==> src/rtl/ttt_defs_pkg.sv <==
`default_nettype none
// ============================================================================
//  Module   : ttt_defs (package)
//  Purpose  : Shared tic-tac-toe constants: cell codes, outcome codes, square
//             codes and the referee state type. The turn FSM uses the same
//             constants.
//  Revision : 1.0  initial release
// ============================================================================
package ttt_defs;

    // Cell codes; the player codes double as the "user" value of the mover.
    localparam logic [1:0] EMPTY_CELL  = 2'b00;
    localparam logic [1:0] P1_CELL     = 2'b01;
    localparam logic [1:0] P2_CELL     = 2'b10;

    // Game outcome codes (4..7 are never produced).
    localparam logic [2:0] IN_PROGRESS = 3'd0;
    localparam logic [2:0] P1_WIN      = 3'd1;
    localparam logic [2:0] P1_LOSE     = 3'd2;
    localparam logic [2:0] TIE         = 3'd3;

    // Square codes as carried on the move bus.
    localparam logic [3:0] SQ_A1 = 4'd1;
    localparam logic [3:0] SQ_A2 = 4'd2;
    localparam logic [3:0] SQ_A3 = 4'd3;
    localparam logic [3:0] SQ_B1 = 4'd4;
    localparam logic [3:0] SQ_B2 = 4'd5;
    localparam logic [3:0] SQ_B3 = 4'd6;
    localparam logic [3:0] SQ_C1 = 4'd7;
    localparam logic [3:0] SQ_C2 = 4'd8;
    localparam logic [3:0] SQ_C3 = 4'd9;

    localparam logic [3:0] MAX_MOVES = 4'd9;

    typedef enum logic [1:0] {
        ST_IDLE = 2'd0,
        ST_EVAL = 2'd1,
        ST_OVER = 2'd2
    } judge_state_t;

endpackage : ttt_defs
`default_nettype wire

==> src/rtl/move_judge_line_checker.sv <==
`default_nettype none
// ============================================================================
//  Module   : line_checker
//  Purpose  : Combinational three-in-a-row detector for one player.
//  Ports    : board  [17:0] packed board, cell k at bits [2k-1:2k-2]
//             player [1:0]  cell code to look for (P1_CELL or P2_CELL)
//             win           high when any row, column or diagonal is all player
//  Revision : 1.0  initial release
// ============================================================================
module line_checker
    import ttt_defs::*;
(
    input  logic [17:0] board,
    input  logic [1:0]  player,
    output logic        win
);

    // w_own[i] marks square i (0-based, A1..C3) as owned by player.
    logic [8:0] w_own;

    for (genvar i = 0; i < 9; i++) begin : g_cell
        assign w_own[i] = (board[2*i +: 2] == player);
    end

    assign win = (w_own[0] & w_own[1] & w_own[2]) |   // row A
                 (w_own[3] & w_own[4] & w_own[5]) |   // row B
                 (w_own[6] & w_own[7] & w_own[8]) |   // row C
                 (w_own[0] & w_own[3] & w_own[6]) |   // column 1
                 (w_own[1] & w_own[4] & w_own[7]) |   // column 2
                 (w_own[2] & w_own[5] & w_own[8]) |   // column 3
                 (w_own[0] & w_own[4] & w_own[8]) |   // diagonal A1-C3
                 (w_own[2] & w_own[4] & w_own[6]);    // diagonal A3-C1

endmodule : line_checker
`default_nettype wire

==> src/rtl/move_judge.sv <==
`default_nettype none
// ============================================================================
//  Module   : move_judge
//  Purpose  : Referee stage. Owns the 3x3 board, commits a move on the rising
//             edge of check, pulses valid or reject, then evaluates the board
//             one cycle later and registers the game outcome.
//  Ports    : clk, rst (sync, active-low), new_game (sync clear)
//             move[3:0] square 1..9, check (raw button level), user[1:0] mover
//             valid / reject  one-cycle pulses
//             outcome[2:0]    0 in progress, 1 P1 win, 2 P1 lose, 3 tie
//             board[17:0]     packed cells, move_count[3:0] committed moves
//  Revision : 1.0  initial release
// ============================================================================
module move_judge
    import ttt_defs::*;
(
    input  logic        clk,
    input  logic        rst,
    input  logic        new_game,
    input  logic [3:0]  move,
    input  logic        check,
    input  logic [1:0]  user,
    output logic        valid,
    output logic        reject,
    output logic [2:0]  outcome,
    output logic [17:0] board,
    output logic [3:0]  move_count
);

    judge_state_t r_state;
    logic         r_check_d;
    logic         r_valid;
    logic         r_reject;
    logic [2:0]   r_outcome;
    logic [17:0]  r_board;
    logic [3:0]   r_move_count;

    logic         w_chk_rise;
    logic [1:0]   w_cell;
    logic         w_legal;
    logic         w_p1_win;
    logic         w_p2_win;
    logic [2:0]   w_eval_outcome;

    assign w_chk_rise = check & ~r_check_d;

    // Contents of the addressed square; illegal codes read as occupied-free
    // but are rejected by the range test below.
    always_comb begin
        w_cell = EMPTY_CELL;
        for (int k = 1; k <= 9; k++) begin
            if (move == 4'(k)) begin
                w_cell = r_board[2*k-2 +: 2];
            end
        end
    end

    assign w_legal = (move >= SQ_A1) && (move <= SQ_C3) &&
                     (w_cell == EMPTY_CELL) &&
                     ((user == P1_CELL) || (user == P2_CELL));

    line_checker u_p1_lines (
        .board  (r_board),
        .player (P1_CELL),
        .win    (w_p1_win)
    );

    line_checker u_p2_lines (
        .board  (r_board),
        .player (P2_CELL),
        .win    (w_p2_win)
    );

    // P1 lines take precedence; a full board with no line is a tie.
    always_comb begin
        w_eval_outcome = IN_PROGRESS;
        if (w_p1_win) begin
            w_eval_outcome = P1_WIN;
        end else if (w_p2_win) begin
            w_eval_outcome = P1_LOSE;
        end else if (r_move_count == MAX_MOVES) begin
            w_eval_outcome = TIE;
        end
    end

    always_ff @(posedge clk) begin
        if (!rst || new_game) begin
            // check_d starts high so a button held through the clear is not
            // mistaken for a fresh press.
            r_state      <= ST_IDLE;
            r_check_d    <= 1'b1;
            r_valid      <= 1'b0;
            r_reject     <= 1'b0;
            r_outcome    <= IN_PROGRESS;
            r_board      <= '0;
            r_move_count <= '0;
        end else begin
            r_check_d <= check;
            r_valid   <= 1'b0;
            r_reject  <= 1'b0;
            unique case (r_state)
                ST_IDLE: begin
                    if (w_chk_rise) begin
                        if (w_legal) begin
                            for (int k = 1; k <= 9; k++) begin
                                if (move == 4'(k)) begin
                                    r_board[2*k-2 +: 2] <= user;
                                end
                            end
                            if (r_move_count != MAX_MOVES) begin
                                r_move_count <= r_move_count + 4'd1;
                            end
                            r_valid <= 1'b1;
                            r_state <= ST_EVAL;
                        end else begin
                            r_reject <= 1'b1;
                        end
                    end
                end
                ST_EVAL: begin
                    r_outcome <= w_eval_outcome;
                    r_state   <= (w_eval_outcome != IN_PROGRESS) ? ST_OVER : ST_IDLE;
                end
                ST_OVER: begin
                    r_state <= ST_OVER;
                end
                default: begin
                    r_state <= ST_IDLE;
                end
            endcase
        end
    end

    assign valid      = r_valid;
    assign reject     = r_reject;
    assign outcome    = r_outcome;
    assign board      = r_board;
    assign move_count = r_move_count;

endmodule : move_judge
`default_nettype wire

==> config.mk <==
export PLATFORM = sky130hd
export DESIGN_NAME = move_judge
export DESIGN_NICKNAME = d
export VERILOG_FILES = /design/src/rtl/ttt_defs_pkg.sv /design/src/rtl/move_judge_line_checker.sv /design/src/rtl/move_judge.sv
export SDC_FILE = /design/constraint.sdc
export NUM_CORES = 1
export LEC_CHECK = 0
export BUFFER_PORTS_ARGS = -buffer_cell sky130_fd_sc_hd__buf_2
export CORE_UTILIZATION = 49
export DETAILED_ROUTE_END_ITERATION = 8
export HOLD_SLACK_MARGIN = 0.06
export PLACE_DENSITY = 0.76
export SYNTH_ARGS = -nofsm -noshare
export SYNTH_HDL_FRONTEND = slang
export SYNTH_SLANG_ARGS = --single-unit
export TNS_END_PERCENT = 50
==> constraint.sdc <==
create_clock -name clk -period 1.8 [get_ports clk]
set_clock_uncertainty 0.1 [all_clocks]
set_input_delay 0.09 -clock clk [delete_from_list [all_inputs] [get_ports clk]]
set_output_delay 0.09 -clock clk [all_outputs]
set_load 0.005 [all_outputs]
# --- Yosys cells after proc, flatten, opt, wreduce, memory -nomap -nowiden ---
# Cells that the tools add are included.
# Widths: inputs -> output; s select.
classes:
  addsub: 1
  multipliers: 0
  div: 0
  n_lt_le_gt_ge: 2
  n_eq_ne: 35
  shift: 0
  mux: 18
  bitwise_logic: 50
  reduce_logical: 21
ops:
  columns: ["op", "count"]
  rows:
  - ["$reduce_and 4->1", 10]
  - ["$and 1x1->1", 33]
  - ["$mux 2", 15]
  - ["$eq 2x1->1 const B", 11]
  - ["$eq 2x2->1 const B", 11]
  - ["$eq 4x3->1 const B", 4]
  - ["$or 1x1->1", 14]
  - ["$eq 4x4->1 const B", 3]
  - ["$eq 4x2->1 const B", 2]
  - ["$pmux 2 s3", 1]
  - ["$add 4x1->4 const B", 1]
  - ["$eq 4x1->1 const B", 1]
  - ["$ge 4x1->1 const B", 1]
  - ["$le 4x4->1 const B", 1]
  - ["$logic_not 2->1", 2]
  - ["$ne 2x2->1 const B", 2]
  - ["$ne 4x4->1 const B", 1]
  - ["$logic_and 1x1->1", 3]
  - ["$not 1->1", 3]
  - ["$reduce_bool 3->1", 1]
  - ["$reduce_or 3->1", 1]
  - ["$logic_or 1x1->1", 2]
  - ["$mux 1", 2]
  - ["$reduce_and 2->1", 1]
  - ["$logic_not 1->1", 1]
word_totals:
  regBits: 30
  latch_bits: 0
  mem_bits_rw: 0
  mem_bits_ro: 0
  wordCells: 142
  n_memories: 0

# --- Longest topological paths before layout ---
# Gate-level depths: netlist of run 1.
logic_depth:
  word_depth: 16
  mapped_depth: 7
  depth_no_buf: 7

# --- Cells and area by module ---
# A second synthesis of run 1 with hierarchy kept.
hier_totals:
  hier_cells: 269
  hier_area_um2: 2110.8
by_module_without_submodules:
  columns: ["module", "n_inst", "cells_per_inst", "area_per_inst_um2"]
  rows:
  - ["move_judge", 1, 163, 1382.6]
  - ["line_checker", 2, 53, 364.1]

# --- Worst setup path after synthesis of run 1 ---
# Ideal clock, no wire load.
synth_timing:
  kind: "register to register"
  from: "reg r_board[0], in the netlist board[0]"
  to: "reg r_move_count[3], in the netlist move_count[3]"
  setup_ns: 0.072
  t_arrival_ns: 1.593
  required_time_ns: 1.628
  slack_ns: 0.036
  stages_incl_launch_ff: 6
  n_path_buf: 0
  synth_period_minus_slack_ns: 1.764
  path_cell_list: "dfxtp_1 -> o31ai_1 -> a211oi_1 -> or3_4 -> a2111oi_4 -> mux2i_1"
synth_via:
  elab_chain_len: 13
synth_rtl:
  columns: ["item", "line", "rtl"]
  rows:
  - ["start: declaration", "move_judge.sv:35", "logic [17:0] r_board;"]
  - ["start signal: indexed assignment", "move_judge.sv:107", "r_board[2*k-2 +: 2] <= user;"]
  - ["$mux 2 (9 in series)", "move_judge.sv:52", "if (move == 4'(k)) begin"]
  - ["$logic_not 2->1", "move_judge.sv:59", "(w_cell == EMPTY_CELL) &&"]
  - ["$logic_and 1x1->1", "move_judge.sv:58", "assign w_legal = (move >= SQ_A1) && (move <= SQ_C3) &&"]
  - ["$logic_and 1x1->1", "move_judge.sv:59", null]
  - ["$reduce_and 4->1 (no source line)", null, null]
  - ["end signal: assignment", "move_judge.sv:111", "r_move_count <= r_move_count + 4'd1;"]
  - ["end: declaration", "move_judge.sv:36", "logic [3:0] r_move_count;"]
# Every way passes these cells.
# A chain may end at the register's enable or synchronous reset.

# --- Worst setup path after layout of run 1 ---
layout_timing:
  from: "reg r_board[0], in the netlist board[0]"
  to: "reg r_board[3], in the netlist board[3]"
layout_via:
  elab_chain_len: 13
layout_rtl:
  columns: ["item", "line"]
  rows:
  - ["$mux 2 (9 in series)", "move_judge.sv:52"]
  - ["$logic_not 2->1", "move_judge.sv:59"]
  - ["$logic_and 1x1->1", "move_judge.sv:58"]
  - ["$logic_and 1x1->1", "move_judge.sv:59"]
  - ["$reduce_and 4->1 (no source line)", null]
# Every way passes these cells.

==> results.yml, run 1 <==
hold_path:
  min_to: "board[0]$_SDFFE_PP0P_"
  whs_path_depth: 3
  hold_start: "new_game"
  min_path_type: "in -> reg"
timing:
  tns_ns: -0.00463
  fmax_mhz: 554
  rsz0062_at_grt: "yes"
  maxSlewViolCount: 0
  setup_viol: 1
  hold_violations: 0
  fin_crit_ns: 1.80
  setup_ws_ns: -0.00463
  min_period_over_period_pct: 100
placed_design:
  place_hpwl_um: 3360
  pre_cts_ws_ns: -0.0308
  place_congestion: 0.879
  numPortBuffers: 35
critical_path:
  start_kind: "flop"
  endpoint_kind: "flop"
  crit_start: "board[0]$_SDFFE_PP0P_"
  arrival_ns: 1.98
  reg2reg_slack_ns: -0.005
  r2r-end: "board[3]$_SDFFE_PP0P_"
  r2r_start: "board[0]$_SDFFE_PP0P_"
  reg2regPathDepth: 6
  crit_required_ns: 1.98
  crit_type: "reg -> reg"
  critPathMaxFanout: 7
synthesis:
  synth_area_per_cell_um2: 9.45
  yosysSeqAreaShare_pct: 32.7
  syn-num-nets: 200
  async_reset_ff_share_pct: 0
  synth_cell_types: 53
  synth-edff-count: 0
  ys_seq_elements: 29
  ys_warn_count: 0
  syn_area_mm2: 0.00178
  syn-instance-count: 188
  ys.flop_type: "dfxtp_1"
routing:
  ant_nets: 0
  wire_per_inst_um: 16.1
  drc_errors: 0
  totalWireLength_um: 4830
  vias: 1790
  drtIter0Drc: 185
  via_per_inst: 5.97
  first_pass_iters: 6
flow_run:
  max_cap_viol_count: 0
power:
  leakagePower_nw: 1.00
  vdd_drop_max_mv: 0.373
  power_density_mw_per_mm2: 508
global_route:
  first_global_vias: 1575
  grt_max_degree: 15
  gr-total-overflow: 0
  grtUsageTotal_pct: 25.5
  antenna_found_initial: 0
  grt_pass1_wl_um: 7880
cts:
  h-tree-depth: 2
  ctsRootBufferMaster: "clkbuf_4"
  clk_latency_ns: 0.33
  cts-buffers-inserted: 5
  clock_path_buffers: 2
  clk_pin_slew_ns: 0.10
  cts_tree: "yes"
  cts_sinks: 29
final_layout:
  drive_gt1_share_pct: 39.4
  most-common-layout-cells: "buf_2, buf_4, dfxtp_1"
  layout_commonest_cell: "buf_2"
  diodes: 0
  syn2layout_area_growth_pct: 31.1
  finalCoreUtilization_pct: 68.2
  nNetsFinal: 265
floorplan:
  die-area_mm2: 0.00387
  io_pins: 37
  coreArea_mm2: 0.00342
  start_util_pct: 52.0
  die_w_um: 62.2
  row_count: 21
  die_h_um: 62.2
outcome:
  violations: "negative setup slack"
  run_status: "finished with violations"
cells by family after synthesis:
kind of cell / share of synthesized area, %
DFF: 32.7
buffers and inverters: 3.38
adders and majority gates: 1.41
muxes: 1.69
xor gates and xnor gates: 0.493
and+or+nand+nor: 36.6
other: 0.211
AOI/OAI and AO/OA: 23.5
critical path, cell delays in order, from the launching register on:
cell	delay [ns]
dfxtp_2	0.35
o31ai_4	0.23
a211oi_2	0.11
or3_4	0.39
a21oi_4	0.24
clkbuf_16	0.18
a32o_1	0.14
sequential cells by signal (all words and copies together) (netlist names):
signal / count
valid: 1
outcome: 2
move_count: 4
r_check_d: 1
r_state: 2
reject: 1
board: 18
stage by stage:
step	cells	total power [mW]	hold slack, ns	cell area (um^2)
after floorplan	188	0.750	0.0915	1780
after global placement	285	0.793	0.198	2150
after detailed placement	285	0.795	0.203	2150
after CTS	296	1.18	0.0886	2240
after global routing	300	1.22	0.104	2330
final	300	1.18	0.0841	2330
worst max-delay path by stage:
stage               cells after the start                         end
floorplan                               5  move_count[3]$_SDFFE_PP0P_
global placement                        4     outcome[0]$_SDFFE_PP0P_
detailed placement                      5     r_state[1]$_SDFFE_PP0P_
CTS                                     4  move_count[1]$_SDFFE_PP0P_
global route                            5  move_count[3]$_SDFFE_PP0P_
finish                                  6       board[3]$_SDFFE_PP0P_
repair_timing:
action / in CTS / in global routing
pin swaps: 2 / 9
cloned: 0 / 1
hold endpoints to repair: 4 / 0
gates resized for setup: 3 / 11
endpoints found under the setup margin: 4 / 17
hold buffers: 3 / 0
setup buffers: 0 / 3
cell usage after synthesis, drive strengths merged (3+ instances only):
library cell	instances	area, um^2
nand2b	7	46.3
a32o	8	80.1
nor3	8	51.3
mux2i	3	30.0
o31a	3	35.0
nand3	4	25.0
nor2	15	56.3
and3	11	68.8
nand3b	3	22.5
a21oi	3	33.8
o21ai	9	45.0
o31ai	4	30.0
and4bb	4	50.1
and2b	3	27.5
nor2b	8	50.1
a22o	6	52.6
buf	4	33.8
dfxtp	29	581
nor4bb	13	130
a41oi	4	35.0
inv	4	15.0
clkbuf	3	11.3
nand2	7	26.3
per-layer routing:
metal | vias up | global-route usage (%) | part of all wire [%]
li1 | 862 | - | -
met1 | 833 | 34.5 | 44
met2 | 84 | 40.2 | 46
met3 | 11 | 5.15 | 7.8
met4 | 0 | 8.72 | 2.2
met5 | - | 0 | 0
where the power goes:
part           switching (mW)  internal [mW]  total, mW
Combinational          0.0896         0.0637      0.153
Sequential            0.00106          0.643      0.644
Clock                   0.239          0.147      0.386
area by class of cell:
class,instances,area [um^2]
multi-input combinational,148,1180
clock inverter,3,17.5
tap,46,57.6
clock buffer,5,37.5
inverter,4,15.0
timing repair buffer,65,438
sequential,29,588
fill,292,1090
(Power assumes the default switching activity.)
==> run 2, diff against run 1 <==
--- a/config.mk
+++ b/config.mk
@@ -6,7 +6,9 @@
 export NUM_CORES = 1
 export LEC_CHECK = 0
 export BUFFER_PORTS_ARGS = -buffer_cell sky130_fd_sc_hd__buf_2
-export CORE_UTILIZATION = 49
+export CELL_PAD_IN_SITES_DETAIL_PLACEMENT = 0
+export CELL_PAD_IN_SITES_GLOBAL_PLACEMENT = 2
+export CORE_UTILIZATION = 30
 export DETAILED_ROUTE_END_ITERATION = 8
 export HOLD_SLACK_MARGIN = 0.06
 export PLACE_DENSITY = 0.76
==> results.yml, run 2 (same netlist as run 1, synthesis figures left out) <==
routing:
  first_pass_iters: 4
  wire_per_inst_um: 16.1
  totalWireLength_um: 5260
  drc_errors: 0
  via_per_inst: 5.34
  drtIter0Drc: 56
  vias: 1740
  ant_nets: 0
critical_path:
  arrival_ns: 1.91
  r2r_start: "board[0]$_SDFFE_PP0P_"
  crit_type: "reg -> reg"
  reg2regPathDepth: 5
  crit_required_ns: 1.92
  critPathMaxFanout: 4
  reg2reg_slack_ns: 0.01
  start_kind: "flop"
  max_stage_delay_ns: 0.39
  worst_path_max_delay_cell: "or3_4"
  path_buf_inv: 0
  endpoint_kind: "flop"
  r2r-end: "move_count[3]$_SDFFE_PP0P_"
  path_cells: "o31ai_2 -> a211oi_2 -> or3_4 -> a2111oi_4 -> mux2i_1"
  cp_top_family: "compound AO/OA/AOI/OAI gates"
final_layout:
  drive_gt1_share_pct: 38.6
  largest_reg_flops: 18
  syn2layout_area_growth_pct: 35.8
  layout_commonest_cell: "buf_2"
  nNetsFinal: 265
  most-common-layout-cells: "buf_2, buf_4, dfxtp_1"
  final_cells: 326
  diodes: 0
  stdcell_area_mm2: 0.00241
global_route:
  first_global_vias: 1681
  grt_max_degree: 22
  grt_pass1_wl_um: 8820
  gr-total-overflow: 0
  antenna_found_initial: 0
  grtUsageTotal_pct: 18.4
placed_design:
  place_congestion: 0.767
  dp.cells: 315
  placed_area_mm2: 0.00221
  place_hpwl_um: 3920
  numPortBuffers: 35
  pre_cts_ws_ns: -0.0119
timing:
  fmax_mhz: 559
  setup_viol: 0
  tns_ns: 0
  fin_crit_ns: 1.79
  maxSlewViolCount: 0
  setup_ws_ns: 0.0124
  hold_violations: 0
  timing.hold.ws_ns: 0.119
  min_period_over_period_pct: 99.3
  rsz0062_at_grt: "yes"
power:
  p_clk_share_pct: 50.7
  power.share.combinational_pct: 9.3
  vdd_drop_max_mv: 0.451
  power_switching_uw: 359
  p_int_mw: 1.25
  seqPwrFrac_pct: 40.0
  switching_share_pct: 22.3
  leakagePower_nw: 1.03
  power_density_mw_per_mm2: 668
flow_run:
  max_cap_viol_count: 0
outcome:
  run_status: "finished clean"
floorplan:
  row_count: 27
  die_h_um: 79.0
  die_w_um: 79.0
  die-area_mm2: 0.00623
  io_pins: 37
  coreArea_mm2: 0.00561
  start_util_pct: 31.7
cts:
  cts-buffers-inserted: 5
  clock_path_buffers: 2
  h-tree-depth: 2
  clk_pin_slew_ns: 0.07
  clk_latency_ns: 0.28
  cts_sinks: 29
  cts_tree: "yes"
  ctsRootBufferMaster: "clkbuf_8"
hold_path:
  min_to: "board[15]$_SDFFE_PP0P_"
  min_path_type: "in -> reg"
  whs_path_depth: 3
  hold_start: "user[1]"
==> run 2: how the worst max path moves through the flow <==
stage | from | to | depth (start not counted)
2_1_floorplan | board[0]$_SDFFE_PP0P_ | move_count[3]$_SDFFE_PP0P_ | 5
3_3_place_gp | board[10]$_SDFFE_PP0P_ | move_count[3]$_SDFFE_PP0P_ | 5
3_5_place_dp | board[10]$_SDFFE_PP0P_ | move_count[3]$_SDFFE_PP0P_ | 5
4_1_cts | board[7]$_SDFFE_PP0P_ | outcome[0]$_SDFFE_PP0P_ | 4
5_1_grt | board[0]$_SDFFE_PP0P_ | move_count[3]$_SDFFE_PP0P_ | 5
6_report | board[0]$_SDFFE_PP0P_ | move_count[3]$_SDFFE_PP0P_ | 5
==> run 2: routing by layer <==
layer | GRT usage [%] | routed length, um
met2 | 28.6 | 2350
met4 | 6.73 | 74
met1 | 24.9 | 2590
met3 | 4.14 | 241
met5 | 0 | 0
==> run 2: worst register-to-register path, cell delays in order (launching register included) <==
cell	delay (ns)
dfxtp_2	0.33
o31ai_2	0.25
a211oi_2	0.12
or3_4	0.39
a2111oi_4	0.32
mux2i_1	0.21
==> run 2: power groups by stage <==
stage	Sequential [mW]	Clock (mW)	Combinational, mW
after CTS	0.644	0.833	0.145
after global routing	0.644	0.861	0.167
after detailed placement	0.659	0	0.142
after floorplan	0.659	0	0.0911
final	0.644	0.818	0.150
after global placement	0.659	0	0.142
==> run 2: layout make-up <==
type	instances	area, um^2
Fill cell	599	3190
Inverter	4	15.0
Timing Repair Buffer	65	419
Sequential cell	29	584
Tap cell	72	90.1
Clock inverter	3	65.1
Clock buffer	5	68.8
Multi-Input combinational cell	148	1170
==> run 2: metrics by stage <==
| step | power [mW] | utilization [%] |
|---|---|---|
| 6_report | 1.61 | 43.0 |
| 5_1_grt | 1.67 | 43.0 |
| 4_1_cts | 1.62 | 42.2 |
| 3_5_place_dp | 0.801 | 39.5 |
| 3_3_place_gp | 0.801 | 39.5 |
| 2_1_floorplan | 0.750 | - |
==> run 2: timing repair <==
action                                  in CTS  in global routing
hold buffers                                 1                  0
setup buffers                                0                  2
endpoints found under the hold margin        1                  0
endpoints found under the setup margin       2                 24
pin swaps                                    2                  4
resized for setup                            2                 10
==> run 3, diff against run 2 <==
--- a/config.mk
+++ b/config.mk
@@ -8,10 +8,11 @@
 export BUFFER_PORTS_ARGS = -buffer_cell sky130_fd_sc_hd__buf_2
 export CELL_PAD_IN_SITES_DETAIL_PLACEMENT = 0
 export CELL_PAD_IN_SITES_GLOBAL_PLACEMENT = 2
-export CORE_UTILIZATION = 30
+export CORE_UTILIZATION = 31
+export CTS_BUF_LIST = sky130_fd_sc_hd__clkbuf_4
 export DETAILED_ROUTE_END_ITERATION = 8
 export HOLD_SLACK_MARGIN = 0.06
-export PLACE_DENSITY = 0.76
+export PLACE_DENSITY = 0.78
 export SYNTH_ARGS = -nofsm -noshare
 export SYNTH_HDL_FRONTEND = slang
 export SYNTH_SLANG_ARGS = --single-unit
==> results.yml, run 3 (same netlist as run 1, synthesis figures left out) <==
routing:
  totalWireLength_um: 5010
  wire_per_inst_um: 15.5
  drc_errors: 0
  via_per_inst: 5.29
  ant_nets: 0
  drtIter0Drc: 58
  first_pass_iters: 4
  vias: 1714
final_layout:
  syn2layout_area_growth_pct: 32.3
  diodes: 0
  largest_reg_flops: 18
  drive_gt1_share_pct: 38.9
  most-common-layout-cells: "buf_2, buf_4, dfxtp_1"
  nNetsFinal: 264
  layout_commonest_cell: "buf_2"
  finalCoreUtilization_pct: 42.7
placed_design:
  pre_cts_ws_ns: -0.0615
  place_hpwl_um: 3860
  numPortBuffers: 35
  place_congestion: 0.780
global_route:
  grtUsageTotal_pct: 17.8
  antenna_found_initial: 0
  grt_pass1_wl_um: 8430
  grt_max_degree: 15
  gr-total-overflow: 0
  first_global_vias: 1678
critical_path:
  start_kind: "flop"
  max_stage_delay_ns: 0.45
  worst_path_max_delay_cell: "or3_4"
  critPathMaxFanout: 4
  path_cells: "nor3_4 -> nor3b_2 -> or3_4 -> a2111oi_4 -> mux2i_1"
  crit_type: "reg -> reg"
  endpoint_kind: "flop"
  crit_required_ns: 1.96
  arrival_ns: 1.93
  cp_top_family: "simple AND/OR/NAND/NOR gates"
  path_buf_inv: 0
cts:
  cts_tree: "yes"
  h-tree-depth: 2
  cts_sinks: 29
  clk_latency_ns: 0.32
  cts-buffers-inserted: 5
  ctsRootBufferMaster: "clkbuf_4"
  clock_path_buffers: 2
  clk_pin_slew_ns: 0.09
floorplan:
  die_w_um: 77.7
  coreArea_mm2: 0.00551
  row_count: 27
  io_pins: 37
  die_h_um: 77.7
  die-area_mm2: 0.00604
  start_util_pct: 32.3
outcome:
  run_status: "finished clean"
power:
  vdd_drop_max_mv: 0.261
  leakagePower_nw: 0.990
  p_total_mw: 1.17
  power_density_mw_per_mm2: 497
timing:
  min_period_over_period_pct: 98.5
  fmax_mhz: 564
  setup_viol: 0
  maxSlewViolCount: 0
  setup_ws_ns: 0.0276
  hold_violations: 0
  rsz0062_at_grt: "yes"
  fin_crit_ns: 1.77
flow_run:
  max_cap_viol_count: 0
hold_path:
  min_path_type: "in -> reg"
==> run 3: routing by layer <==
metal	vias up	share of wire (%)	wire [um]	global-route usage [%]
met5	-	0	0	0
met4	0	0.54	27	4.72
met3	4	3.8	190	4.00
met2	37	45	2270	27.7
met1	813	50	2530	24.7
li1	860	-	-	-
==> run 3: repair_timing <==
item / CTS / global route
hold endpoints to repair: 2 / 0
hold buffers: 2 / 0
resized for setup: 3 / 15
buffers inserted: 0 / 1
pin swaps: 3 / 9
endpoints found under the setup margin: 11 / 19
gates cloned: 0 / 0
==> run 3: final timing paths <==
check | startpoint | to | slack, ns | cells past startpoint
worst max-delay path | board[11]$_SDFFE_PP0P_ | move_count[3]$_SDFFE_PP0P_ | 0.03 | 5
worst min-delay path | user[1] | board[17]$_SDFFE_PP0P_ | 0.09 | 3
worst max register to register | board[11]$_SDFFE_PP0P_ | move_count[3]$_SDFFE_PP0P_ | 0.03 | 5
worst min register to register | outcome[1]$_SDFFE_PP0P_ | outcome[1]$_SDFFE_PP0P_ | 0.39 | 2
==> run 3: final cells by class <==
class	count	area [um^2]
sequential	29	587
clock buffer	6	45.0
tap	72	90.1
timing repair buffer	64	414
clock inverter	1	3.75
inverter	4	15.0
multi-input combinational	148	1190
fill	547	3160
==> run 3: worst reg2reg max path, stage by stage, from the launching register on <==
cell and delay (ns):
dfxtp_2 0.34, nor3_4 0.20, nor3b_2 0.09, or3_4 0.45
a2111oi_4 0.33, mux2i_1 0.21
==> run 3: power by group <==
group | switching, mW | internal (mW)
sequential | 0.00104 | 0.642
combinational | 0.0911 | 0.0627
clock | 0.213 | 0.157
total | 0.305 | 0.862
==> run 3: metrics by stage <==
step | area (um^2) | hold WS, ns | TNS (ns) | instances
floorplan | 1780 | 0.0915 | 0 | 188
detailed placement | 2210 | 0.213 | -0.0797 | 314
finish | 2350 | 0.0859 | 0 | 324
CTS | 2290 | 0.0642 | 0 | 323
global route | 2350 | 0.0929 | -0.0350 | 324
global placement | 2210 | 0.202 | -0.0209 | 314
